--- config.mk ---
export PLATFORM = sky130hd
export DESIGN_NAME = dmem_access_unit
export DESIGN_NICKNAME = d
export VERILOG_FILES = /design/src/rtl/dmem_access_unit.sv
export SDC_FILE = /design/constraint.sdc
export NUM_CORES = 1
export LEC_CHECK = 0
export ABC_AREA = 1
export CAP_MARGIN = 5
export CORE_MARGIN = 2
export CORE_UTILIZATION = 48
export DETAILED_ROUTE_END_ITERATION = 10
export PLACE_DENSITY = 0.92
export SETUP_SLACK_MARGIN = 0.2
export SLEW_MARGIN = 20
export SYNTH_ARGS = -nofsm -noshare
export SYNTH_HDL_FRONTEND = slang
export SYNTH_SLANG_ARGS = --single-unit
--- constraint.sdc ---
create_clock -name clk -period 4.1 [get_ports clk]
set_input_delay 1.025 -clock clk [delete_from_list [all_inputs] [get_ports clk]]
set_output_delay 1.025 -clock clk [all_outputs]
set_load 0.005 [all_outputs]
--- src/rtl/dmem_access_unit.sv ---
// dmem_access_unit: byte-lane steering, load extension and ready handshake to a wait-stated data memory.
// Optional MEM_TIMEOUT_EN: aborts a wait state after TIMEOUT_CYCLES cycles without mem_ready.
`default_nettype none

module dmem_access_unit #(
  parameter int TIMEOUT_CYCLES = 16
) (
  input  logic        clk,
  input  logic        rst_n,
  input  logic        req_rd,
  input  logic        req_wr,
  input  logic [5:0]  op,
  input  logic [31:0] addr,
  input  logic [31:0] wdata,
  output logic [31:0] rdata,
  output logic        done,
  output logic        err,
  output logic        busy,
  output logic [31:0] mem_addr,
  output logic [31:0] mem_wdata,
  output logic [3:0]  mem_be,
  output logic        mem_rd,
  output logic        mem_wr,
  input  logic        mem_ready,
  input  logic [31:0] mem_rdata
);

  localparam logic [5:0] OP_LB  = 6'h20;
  localparam logic [5:0] OP_LH  = 6'h21;
  localparam logic [5:0] OP_LW  = 6'h23;
  localparam logic [5:0] OP_LBU = 6'h24;
  localparam logic [5:0] OP_LHU = 6'h25;
  localparam logic [5:0] OP_SB  = 6'h28;
  localparam logic [5:0] OP_SH  = 6'h29;
  localparam logic [5:0] OP_SW  = 6'h2B;

  // The wait counter is 5 bits wide, so the abort threshold must fit in it.
  if (TIMEOUT_CYCLES < 1 || TIMEOUT_CYCLES > 31) begin : g_bad_timeout
    $error("TIMEOUT_CYCLES out of range 1..31");
  end

  typedef enum logic [2:0] {
    S_IDLE    = 3'd0,
    S_RD_WAIT = 3'd1,
    S_WR_WAIT = 3'd2,
    S_DONE    = 3'd3,
    S_ERR     = 3'd4
  } state_t;

  state_t      state_q, state_d;
  logic [5:0]  op_q, op_d;
  logic [1:0]  lo_q, lo_d;
  logic [31:0] rdata_q, rdata_d;
  logic        done_q, done_d;
  logic        err_q, err_d;
  logic        busy_q, busy_d;
  logic [31:0] mem_addr_q, mem_addr_d;
  logic [31:0] mem_wdata_q, mem_wdata_d;
  logic [3:0]  mem_be_q, mem_be_d;
  logic        mem_rd_q, mem_rd_d;
  logic        mem_wr_q, mem_wr_d;

  logic        is_load, is_store, misaligned;
  logic [3:0]  st_be;
  logic [31:0] st_data;
  logic [7:0]  ld_byte;
  logic [15:0] ld_half;
  logic [31:0] ld_ext;
  logic        in_wait;
  logic        timeout;

  assign in_wait = (state_q == S_RD_WAIT) || (state_q == S_WR_WAIT);

`ifdef MEM_TIMEOUT_EN
  localparam logic [4:0] TO_LAST = 5'(TIMEOUT_CYCLES - 1);
  logic [4:0] cnt_q, cnt_d;

  always_comb begin
    cnt_d = cnt_q;
    if (!in_wait)
      cnt_d = '0;
    else if (!mem_ready)
      cnt_d = cnt_q + 5'd1;
  end

  always_ff @(posedge clk or negedge rst_n) begin
    if (!rst_n) cnt_q <= '0;
    else        cnt_q <= cnt_d;
  end

  assign timeout = in_wait && !mem_ready && (cnt_q == TO_LAST);
`else
  assign timeout = 1'b0;
`endif

  always_comb begin
    is_load    = 1'b0;
    is_store   = 1'b0;
    misaligned = 1'b0;
    st_be      = 4'b0000;
    st_data    = 32'h0;
    case (op)
      OP_LB, OP_LBU: is_load = 1'b1;
      OP_LH, OP_LHU: begin is_load = 1'b1; misaligned = addr[0]; end
      OP_LW:         begin is_load = 1'b1; misaligned = (addr[1:0] != 2'b00); end
      OP_SB: begin
        is_store = 1'b1;
        st_be    = 4'b0001 << addr[1:0];
        st_data  = {4{wdata[7:0]}};
      end
      OP_SH: begin
        is_store   = 1'b1;
        misaligned = addr[0];
        st_be      = addr[1] ? 4'b1100 : 4'b0011;
        st_data    = {2{wdata[15:0]}};
      end
      OP_SW: begin
        is_store   = 1'b1;
        misaligned = (addr[1:0] != 2'b00);
        st_be      = 4'b1111;
        st_data    = wdata;
      end
      default: ;
    endcase
  end

  // Load lane selection uses the opcode and byte offset latched at acceptance.
  always_comb begin
    case (lo_q)
      2'd0:    ld_byte = mem_rdata[7:0];
      2'd1:    ld_byte = mem_rdata[15:8];
      2'd2:    ld_byte = mem_rdata[23:16];
      default: ld_byte = mem_rdata[31:24];
    endcase
    ld_half = lo_q[1] ? mem_rdata[31:16] : mem_rdata[15:0];
    case (op_q)
      OP_LB:   ld_ext = {{24{ld_byte[7]}}, ld_byte};
      OP_LBU:  ld_ext = {24'h0, ld_byte};
      OP_LH:   ld_ext = {{16{ld_half[15]}}, ld_half};
      OP_LHU:  ld_ext = {16'h0, ld_half};
      default: ld_ext = mem_rdata;
    endcase
  end

  always_comb begin
    state_d     = state_q;
    op_d        = op_q;
    lo_d        = lo_q;
    rdata_d     = rdata_q;
    done_d      = 1'b0;
    err_d       = 1'b0;
    mem_addr_d  = mem_addr_q;
    mem_wdata_d = mem_wdata_q;
    mem_be_d    = mem_be_q;
    mem_rd_d    = mem_rd_q;
    mem_wr_d    = mem_wr_q;
    case (state_q)
      S_IDLE: begin
        if (req_rd || req_wr) begin
          if ((req_rd && req_wr) || (req_rd && !is_load) ||
              (req_wr && !is_store) || misaligned) begin
            state_d = S_ERR;
          end else begin
            op_d       = op;
            lo_d       = addr[1:0];
            mem_addr_d = {addr[31:2], 2'b00};
            if (req_rd) begin
              state_d  = S_RD_WAIT;
              mem_rd_d = 1'b1;
              mem_be_d = 4'b0000;
            end else begin
              state_d     = S_WR_WAIT;
              mem_wr_d    = 1'b1;
              mem_be_d    = st_be;
              mem_wdata_d = st_data;
            end
          end
        end
      end
      S_RD_WAIT: begin
        if (mem_ready) begin
          rdata_d  = ld_ext;
          mem_rd_d = 1'b0;
          state_d  = S_DONE;
        end else if (timeout) begin
          mem_rd_d = 1'b0;
          state_d  = S_ERR;
        end
      end
      S_WR_WAIT: begin
        if (mem_ready || timeout) begin
          mem_wr_d = 1'b0;
          mem_be_d = 4'b0000;
          state_d  = mem_ready ? S_DONE : S_ERR;
        end
      end
      S_DONE: begin
        done_d  = 1'b1;
        state_d = S_IDLE;
      end
      S_ERR: begin
        err_d   = 1'b1;
        state_d = S_IDLE;
      end
      default: state_d = S_IDLE;
    endcase
    busy_d = (state_d != S_IDLE);
  end

  always_ff @(posedge clk or negedge rst_n) begin
    if (!rst_n) begin
      state_q     <= S_IDLE;
      op_q        <= '0;
      lo_q        <= '0;
      rdata_q     <= '0;
      done_q      <= 1'b0;
      err_q       <= 1'b0;
      busy_q      <= 1'b0;
      mem_addr_q  <= '0;
      mem_wdata_q <= '0;
      mem_be_q    <= '0;
      mem_rd_q    <= 1'b0;
      mem_wr_q    <= 1'b0;
    end else begin
      state_q     <= state_d;
      op_q        <= op_d;
      lo_q        <= lo_d;
      rdata_q     <= rdata_d;
      done_q      <= done_d;
      err_q       <= err_d;
      busy_q      <= busy_d;
      mem_addr_q  <= mem_addr_d;
      mem_wdata_q <= mem_wdata_d;
      mem_be_q    <= mem_be_d;
      mem_rd_q    <= mem_rd_d;
      mem_wr_q    <= mem_wr_d;
    end
  end

  assign rdata     = rdata_q;
  assign done      = done_q;
  assign err       = err_q;
  assign busy      = busy_q;
  assign mem_addr  = mem_addr_q;
  assign mem_wdata = mem_wdata_q;
  assign mem_be    = mem_be_q;
  assign mem_rd    = mem_rd_q;
  assign mem_wr    = mem_wr_q;

endmodule

`default_nettype wire

==> key figures, run 1 <==
Worst hold path
  – Hold Path Class: reg -> reg

Placed design
  – Placement Cell Area: between 7000 and 8000 sq um
  – Gpl congestion: ~0.93
  – Port bufs: 209
  – DP HPWL: between 10000 and 15000 um

STA
  – RSZ-0062 raised after global routing: no
  – Setup violations, final: 0
  – Worst slew pin tran: roughly 940 ps
  – Worst slew margin: between 30% and 40%
  – Max Transition Viols Final: 0
  – Hold slack: approximately 470 ps
  – Fin crit period: 3170 ps
  – Final period util: between 70% and 80%
  – Fmax: between 300 and 400 MHz
  – Setup TNS Final: 0 ps
  – Worst Clk Skew: between 6 and 7 ps
  – Final Hold Violating Endpoints: 0

Cells and area
  – Area Growth Syn to Fin: 49.4%
  – Final core utilization: 73.5%
  – Antenna diodes: 0
  – Fin area: 8350 sq um
  – Share of layout cells above drive strength 1: 5.87%
  – Most frequent cells in the layout: nand2_1 (276), clkdlybuf4s50_1 (208), dfrtp_1 (114)
  – Nets: 1031
  – Commonest non-fill, non-tap cell in the layout: nand2_1

Power
  – Max VDD drop: between 0.3 and 0.4 mV
  – Static Leakage: approximately 3.9 nW
  – Sequential Power Share: around 33%
  – Pwr Density: 654 nW/um^2
  – Cell-internal power: ~3.6 mW
  – Clk network pwr share: 27.7%
  – Psw: around 1.9 mW
  – Sw Ratio: approximately a third
  – Combinational Power Share: 39.5%

Clock tree
  – Worst-path clk slew: approximately 60 ps
  – CTS root buffer: clkbuf_16
  – Clock Sinks: between 100 and 150
  – CTS resizes: 0
  – CTS tree: built
  – Longest Clk Path Bufs: 2
  – H-tree depth: 4
  – Total CTS buffers: 17
  – Clk_lat worst skew: around 410 ps
  – Hold_buf cts: 0
  – Total setup buffers inserted after CTS: 0

Die
  – Core area: approximately 11000 sq um
  – Die Height: ~110 um
  – I/O Pins: between 200 and 250
  – FP Rows: 39
  – Initial Util: between 40% and 50%
  – Full die area: roughly 13000 sq um
  – Die X: roughly 110 um

Outcome
  – Status: complete, no violations

Drt
  – Vias after detailed routing: about 5900
  – Number of routed nets with antenna violations: 0
  – Drt total wl: between 15000 and 20000 um
  – DRC: 0
  – TritonRoute pass-1 iters: 6
  – Drt wl/cell: roughly 17 um
  – DR vias/cell: between 5 and 6
  – Iter 0 DRT Violations: between 600 and 700

Synthesis
  – Syn. warnings: 0
  – Post-Syn Area per Cell: 7.77 sq um
  – Yosys reg bits: 114
  – Sequential cell area fraction in the yosys report: approximately half
  – Synth cell types: 32
  – Post-Syn Instances: 719
  – Mapped Area: around 5600 sq um

Global routing
  – Grt ovf: 0
  – Met2 Use GR: around 49%
  – Total track usage: just under 30%
  – First-pass GRT wire length: 28700 um
  – Largest net degree at the start of global routing: 66
  – Met1 Resource Use GR: a little over a third
  – Number of global-route vias before repair: about 5800
  – Initial antenna violation count: 0
  – Global route hottest layer: met2
  – Met3 GRT Util: under 10%

Setup path
  – CP Class: in -> reg
  – Arrival time at the worst endpoint: ~3500 ps
  – Worst Setup End Kind: flip-flop
  – Required time worst endpoint: ~4400 ps
  – Critical Path Source Type: input port
  – CP max FO: 37

Flow run
  – Max Cap Violations: 0
## final cells by class
class | instances | area [sq um]
Clock buffer | 17 | 425
Clock inverter | 15 | 184
Fill cell | 850 | 3020
Inverter | 75 | 282
Multi-Input combinational cell | 501 | 2280
Sequential cell | 114 | 2850
Tap cell | 143 | 179
Timing Repair Buffer | 215 | 2150
## registers in the layout, indices dropped and copies added (netlist names)
register,count
mem_be,4
done,1
state_q,3
mem_addr,30
mem_rd,1
op_q,6
rdata,32
mem_wdata,32
err,1
lo_q,2
mem_wr,1
busy,1
## path summary, 6_finish.rpt
kind	startpoint	end	slack [ps]	cells after the start
worst min-delay path	mem_addr[24]	mem_addr[24]	470	2
worst max-delay path	addr[1]	mem_wdata[5]	930	9
worst max register to register	op_q[3]	rdata[12]	1620	7
worst min register to register	mem_addr[24]	mem_addr[24]	470	2
max in group asynchronous	rst_n	mem_wdata[18]	2610	2
min in group asynchronous	rst_n	mem_addr[19]	700	1
## cells in the mapped netlist, drive strengths merged
cell | count | area, sq um
nand2 | 277 | 1040
clkbuf | 7 | 26.3
inv | 75 | 282
a31oi | 8 | 50.1
o211ai | 7 | 52.6
a22o | 1 | 8.76
or2 | 2 | 12.5
o221ai | 7 | 61.3
o22ai | 16 | 100
buf | 23 | 150
nand4 | 5 | 52.6
conb | 1 | 3.75
nor3 | 15 | 80.1
nand3 | 13 | 75.1
a21oi | 20 | 100
a22oi | 7 | 52.6
dfrtp | 114 | 2850
o21ai | 81 | 409
nor2 | 40 | 178
## critical path, cell delays in order
cell and delay (ps):
clkdlybuf4s50_1 490, inv_1 130, nand2_1 100, nand2_1 90, nor2_1 50, nor2_1 240, nand4_2 710, buf_4 450
o21ai_0 190
## stage by stage
| step | std cells | power, mW | setup WS [ps] |
|---|---|---|---|
| after floorplan | 720 | 2.79 | 1910 |
| after global placement | 1048 | 3.83 | 674 |
| after detailed placement | 1048 | 3.90 | 521 |
| after CTS | 1080 | 5.46 | 941 |
| after global routing | 1080 | 5.79 | 669 |
| final | 1080 | 5.46 | 933 |
## kinds of logic (layout without fill, tap and decap cells)
logic type / after synthesis / after routing / share of synthesized area, %
other: 1 / 2 / 0.0671
AOI/OAI and AO/OA: 147 / 147 / 14.9
buffers and inverters: 105 / 322 / 8.19
DFF: 114 / 114 / 51.0
and+or+nand+nor: 352 / 352 / 25.8
## power groups by stage
stage	clock [mW]	combinational (mW)	sequential, mW
floorplan	0	1.00	1.79
global placement	0	2.05	1.78
detailed placement	0	2.10	1.80
CTS	1.53	2.14	1.79
global route	1.59	2.36	1.84
finish	1.52	2.15	1.79
## metal layers
layer	up-vias	routed length (um)
li1	2733	-
met1	2692	6670
met2	407	8680
met3	71	1760
met4	0	739
met5	-	0
Note: power is estimated with default switching activity, not from simulation.
==> run 2: changes to the inputs <==
--- a/config.mk
+++ b/config.mk
@@ -8,9 +8,9 @@
 export ABC_AREA = 1
 export CAP_MARGIN = 5
 export CORE_MARGIN = 2
-export CORE_UTILIZATION = 48
+export CORE_UTILIZATION = 40
 export DETAILED_ROUTE_END_ITERATION = 10
-export PLACE_DENSITY = 0.92
+export PLACE_DENSITY = 0.83
 export SETUP_SLACK_MARGIN = 0.2
 export SLEW_MARGIN = 20
 export SYNTH_ARGS = -nofsm -noshare
==> constraint.sdc (replaced) <==
create_clock -name clk -period 2.7 [get_ports clk]
set_input_delay 0.675 -clock clk [delete_from_list [all_inputs] [get_ports clk]]
set_output_delay 0.675 -clock clk [all_outputs]
set_load 0.005 [all_outputs]
==> key figures, run 2 (synthesis results as in run 1) <==
Outcome
  – Status: complete, no violations (unchanged)

Drt
  – Vias after detailed routing: 5662 (was 5903)
  – Drt total wl: 17300 um (was 17800 um)
  – Number of routed nets with antenna violations: 0 (unchanged)
  – DRC: 0 (unchanged)
  – TritonRoute pass-1 iters: 5 (was 6)
  – Drt wl/cell: 15.3 um (was 16.5 um)
  – Iter 0 DRT Violations: 459 (was 686)
  – DR vias/cell: 5.02 (was 5.47)

Cells and area
  – FF+latch area: 2850 sq um (unchanged)
  – Share of layout cells above drive strength 1: 6.65% (was 5.87%)
  – Area occupied by multi-input gates: 2280 sq um (unchanged)
  – Nets: 1042 (was 1031)
  – Commonest non-fill, non-tap cell in the layout: nand2_1 (unchanged)
  – Most frequent cells in the layout: nand2_1 (276), clkdlybuf4s50_1 (208), dfrtp_1 (114) (unchanged)
  – Antenna diodes: 0 (unchanged)
  – Area Growth Syn to Fin: 52.5% (was 49.4%)
  – Fill count: 1178 (was 850)
  – Post-Layout Cell Count: 1127 (was 1080)

Clock tree
  – Clk_lat worst skew: 420 ps (was 410 ps)
  – CTS root buffer: clkbuf_16 (unchanged)
  – Total setup buffers inserted after CTS: 0 (unchanged)
  – Clock Sinks: 114 (unchanged)
  – CTS resizes: 0 (unchanged)
  – Longest Clk Path Bufs: 2 (unchanged)
  – Hold_buf cts: 0 (unchanged)
  – Worst-path clk slew: 50 ps (was 60 ps)
  – Total CTS buffers: 17 (unchanged)
  – H-tree depth: 4 (unchanged)
  – CTS tree: built (unchanged)

Setup path
  – Worst-case reg-to-reg path depth: 8 (was 7)
  – Worst Setup End Kind: flip-flop (unchanged)
  – Critical-path top delay cell: clkdlybuf4s50_1 (was nand4_2)
  – Worst path cell trace: clkdlybuf4s50_1 > nand2_1 > inv_1 > nand2_1 > nor2_1 > nor2_1 > nand3_2 > nor2_4 > buf_4 > nand2_1 > nand2_1 (was clkdlybuf4s50_1 > inv_1 > nand2_1 > nand2_1 > nor2_1 > nor2_1 > nand4_2 > buf_4 > o21ai_0)
  – Slowest cell delay on critical path: 520 ps (was 710 ps)
  – R2R Path End: rdata[8] (was rdata[12])
  – CP max FO: 30 (was 37)
  – WP buf/inv: 3 (unchanged)
  – Arrival time at the worst endpoint: 2650 ps (was 3480 ps)
  – Delay-heaviest family, CP: simple AND/OR/NAND/NOR gates (unchanged)
  – R2r startpoint: op_q[3] (unchanged)
  – CP Class: in -> reg (unchanged)
  – Required time worst endpoint: 3050 ps (was 4420 ps)
  – Critical Path Source Type: input port (unchanged)
  – CP most frequent cell: nand2_1
  – R2r setup slk: 690 ps (was 1620 ps)

Placed design
  – Placed insts: 1096 (was 1048)
  – Port bufs: 209 (unchanged)
  – Gpl congestion: 0.866 (was 0.930)
  – DP HPWL: 12700 um (was 12500 um)
  – Post-Place Worst Slack: -25.0 ps (was 521 ps)

Die
  – Full die area: 14900 sq um (was 12500 sq um)
  – I/O Pins: 212 (unchanged)
  – FP Rows: 43 (was 39)
  – Initial Util: 40.6% (was 49.2%)
  – Die X: 122 um (was 112 um)
  – Core area: 13800 sq um (was 11400 sq um)
  – Die Height: 122 um (was 112 um)

STA
  – RSZ-0062 raised after global routing: no (unchanged)
  – Fin crit period: 2300 ps
  – Max Transition Viols Final: 0 (unchanged)
  – Worst slew margin: 58.1% (was 37.0%)
  – Final Hold Violating Endpoints: 0 (unchanged)
  – Worst Clk Skew: 11.1 ps (was 6.68 ps)
  – Final period util: around 85%
  – Final setup margin: 404 ps (was 933 ps)
  – Setup violations, final: 0 (unchanged)
  – Fmax: 435 MHz
  – Worst slew pin tran: 628 ps (was 939 ps)

Power
  – Static Leakage: 4.02 nW (was 3.94 nW)
  – Max VDD drop: 0.440 mV (was 0.390 mV)
  – Pwr Density: 983 nW/um^2 (was 654 nW/um^2)

Global routing
  – First-pass GRT wire length: 27100 um (was 28700 um)
  – Initial antenna violation count: 0 (unchanged)
  – Largest net degree at the start of global routing: 71 (was 66)
  – Number of global-route vias before repair: 5279 (was 5802)
  – Total track usage: 23.6% (was 29.0%)
  – Grt ovf: 0 (unchanged)

Worst hold path
  – Hold Path Class: in -> async (was reg -> reg)

Flow run
  – Max Cap Violations: 0 (unchanged)
-- run 2: area by class of cell --
type                    count  share of cell area [%]
clock buffers              22                    5.56
clock inverters             9                    1.81
inverters                  75                    3.30
multi-input cells         501                    26.8
flip-flops and latches    114                    33.5
well taps                 180                    2.64
repair buffers            226                    26.4
-- run 2: where the power goes --
part           switching [mW]  total, mW  leakage, nW  internal, mW
registers               0.389       2.72         1.43          2.33
clock network           0.783       2.39        0.302          1.61
logic                    1.58       3.26         2.29          1.69
total                    2.75       8.38         4.02          5.63
-- run 2: per-layer routing --
layer  track usage (%)  wire [um]
met4              11.6        535
met2              37.6       8240
met1              29.3       6890
met5                 0          0
met3              6.84       1620
-- run 2: worst register-to-register path: stages, from the launching register on --
cell and delay [ps]:
dfrtp_1 380, nor2_1 150, nand3_2 80, buf_4 240, nor2_2 530, o21ai_0 190, o211ai_1 240, nand2_1 80
nand2_1 60
-- run 2: stage by stage --
step / cell area (sq um) / total power, mW / TNS, ps / utilization (%) / hold slack (ps)
finish: 8520 / 8.38 / 0 / 61.9 / 139
global route: 8520 / 8.91 / 0 / 61.9 / 153
CTS: 8520 / 8.43 / 0 / 61.9 / 134
detailed placement: 7900 / 6.00 / -25.0 / 57.3 / 460
global placement: 7900 / 5.90 / 0 / 57.3 / 454
floorplan: 5590 / 4.23 / 0 / - / 379
-- run 2: worst max-delay path by stage --
stage / start / endpoint / slack [ps] / depth (start not counted)
after floorplan: op[4] / mem_addr[10] / 860 / 11
after global placement: op[1] / op_q[3] / 100 / 11
after detailed placement: op[1] / op_q[3] / -30 / 10
after CTS: op[1] / mem_addr[19] / 420 / 11
after global routing: addr[0] / op_q[3] / 230 / 11
final: op[1] / mem_addr[19] / 400 / 11
==> run 3: changes to the inputs <==
--- a/config.mk
+++ b/config.mk
@@ -11,6 +11,7 @@
 export CORE_UTILIZATION = 40
 export DETAILED_ROUTE_END_ITERATION = 10
 export PLACE_DENSITY = 0.83
+export REMOVE_ABC_BUFFERS = 1
 export SETUP_SLACK_MARGIN = 0.2
 export SLEW_MARGIN = 20
 export SYNTH_ARGS = -nofsm -noshare
==> key figures, run 3 (synthesis results as in run 1) <==
Clock tree
  – Total CTS buffers: 17 (unchanged)
  – CTS root buffer: clkbuf_16 (unchanged)
  – Longest Clk Path Bufs: 2 (unchanged)
  – Clock Sinks: 114 (unchanged)
  – Total setup buffers inserted after CTS: 0 (unchanged)
  – Worst-path clk slew: 60 ps (was 50 ps)
  – CTS resizes: 0 (unchanged)
  – Hold_buf cts: 0 (unchanged)
  – CTS tree: built (unchanged)
  – H-tree depth: 4 (unchanged)
  – Clk_lat worst skew: 410 ps (was 420 ps)

Placed design
  – Port bufs: 209 (unchanged)
  – Post-Place Worst Slack: 24.5 ps (was -25.0 ps)
  – DP HPWL: 11700 um (was 12700 um)
  – Placement Cell Area: 7900 sq um (unchanged)
  – Gpl congestion: 0.849 (was 0.866)
  – Placed insts: 1096 (unchanged)

Setup path
  – Worst path cell trace: clkdlybuf4s50_1 > nand2_1 > inv_1 > nand2_1 > nor2_1 > nor2_1 > nand3_2 > nor2_4 > buf_4 > nand2_1 > nand2_1 (unchanged)
  – Slowest cell delay on critical path: 520 ps (about the same)
  – Critical-path top delay cell: clkdlybuf4s50_1 (unchanged)
  – Worst Setup End Kind: flip-flop (unchanged)
  – CP most frequent cell: nand2_1 (unchanged)
  – CP max FO: 30 (unchanged)
  – CP Class: in -> reg (unchanged)
  – Arrival time at the worst endpoint: 2600 ps (was 2650 ps)
  – Required time worst endpoint: 3050 ps (about the same)
  – Critical Path Source Type: input port (unchanged)

Die
  – Full die area: 14900 sq um (unchanged)
  – FP Rows: 43 (unchanged)
  – I/O Pins: 212 (unchanged)
  – Die Height: 122 um (unchanged)
  – Die X: 122 um (unchanged)
  – Initial Util: 40.6% (unchanged)
  – Core area: 13800 sq um (unchanged)

Cells and area
  – Final core utilization: 61.6% (was 61.9%)
  – Antenna diodes: 0 (unchanged)
  – Nets: 1042 (unchanged)
  – Most frequent cells in the layout: nand2_1 (276), clkdlybuf4s50_1 (208), dfrtp_1 (114) (unchanged)
  – Area Growth Syn to Fin: 51.9% (was 52.5%)
  – Fin area: 8490 sq um (was 8520 sq um)
  – Post-Layout Cell Count: 1128 (was 1127)
  – Share of layout cells above drive strength 1: 6.96% (was 6.65%)
  – Commonest non-fill, non-tap cell in the layout: nand2_1 (unchanged)

Drt
  – DRC: 0 (unchanged)
  – TritonRoute pass-1 iters: 5 (unchanged)
  – Iter 0 DRT Violations: 499 (was 459)
  – Drt wl/cell: 14.6 um (was 15.3 um)
  – Drt total wl: 16400 um (was 17300 um)
  – Number of routed nets with antenna violations: 0 (unchanged)
  – Vias after detailed routing: 5645 (was 5662)
  – DR vias/cell: 5.00 (was 5.02)

STA
  – RSZ-0062 raised after global routing: no (unchanged)
  – Final period util: 83.4% (was 85.1%)
  – Final Hold Violating Endpoints: 0 (unchanged)
  – Setup TNS Final: 0 ps (unchanged)
  – Max Transition Viols Final: 0 (unchanged)
  – Final setup margin: 448 ps (was 404 ps)
  – Setup violations, final: 0 (unchanged)
  – Fin crit period: 2250 ps (was 2300 ps)
  – Worst slew margin: 60.9% (was 58.1%)
  – Hold slack: 248 ps (was 139 ps)
  – Worst Clk Skew: 8.29 ps (was 11.1 ps)
  – Fmax: 444 MHz (was 435 MHz)
  – Worst slew pin tran: 586 ps (was 628 ps)

Global routing
  – Met1 Resource Use GR: 28.7% (was 29.3%)
  – Global route hottest layer: met2 (unchanged)
  – Total track usage: 22.6% (was 23.6%)
  – Met2 Use GR: 35.2% (was 37.6%)
  – First-pass GRT wire length: 26300 um (was 27100 um)
  – Met3 GRT Util: 7.26% (was 6.84%)
  – Largest net degree at the start of global routing: 58 (was 71)
  – Initial antenna violation count: 0 (unchanged)
  – Number of global-route vias before repair: 5460 (was 5279)
  – Grt ovf: 0 (unchanged)

Power
  – Static Leakage: 4.00 nW (was 4.02 nW)
  – Pwr Density: 970 nW/um^2 (was 983 nW/um^2)
  – Total power: 8.23 mW (was 8.38 mW)
  – Max VDD drop: 0.548 mV (was 0.440 mV)

Outcome
  – Status: complete, no violations (unchanged)

Worst hold path
  – Hold Path Class: in -> async (unchanged)

Flow run
  – Max Cap Violations: 0 (unchanged)
==> run 3: worst max-delay path: cells and delay by family <==
kind / cells / cell delay [ps]
AND/OR/NAND/NOR: 8 / 1010
buffers and inverters: 3 / 910
==> run 3: layout make-up <==
class                           instances  area (sq um)
Inverter                               75           282
Clock inverter                         15           168
Tap cell                              180           225
Multi-Input combinational cell        501          2280
Sequential cell                       114          2850
Timing Repair Buffer                  226          2250
Clock buffer                           17           425
Fill cell                            1226          5280
==> run 3: path summary, 6_finish.rpt <==
path,from,endpoint,slack (ps),cells after the start
setup / recovery,op[1],mem_addr[25],450,11
min in group clk,mem_addr[19],mem_addr[19],470,2
max in group asynchronous,rst_n,mem_wdata[27],1670,2
hold / removal,rst_n,rdata[5],250,1
setup reg to reg,lo_q[0],rdata[18],640,7
hold reg to reg,mem_addr[19],mem_addr[19],470,2
==> run 3: metal layers <==
layer / wire length, um / part of all wire (%) / vias up
met4: 348 / 2.1 / 0
met3: 1310 / 8.0 / 34
li1: - / - / 2755
met5: 0 / 0 / -
met2: 7810 / 48 / 248
met1: 6970 / 42 / 2608
==> run 3: power breakdown <==
group	internal, mW	switching, mW	total (mW)
registers	2.33	0.402	2.73
clock network	1.44	0.814	2.25
logic	1.68	1.57	3.24
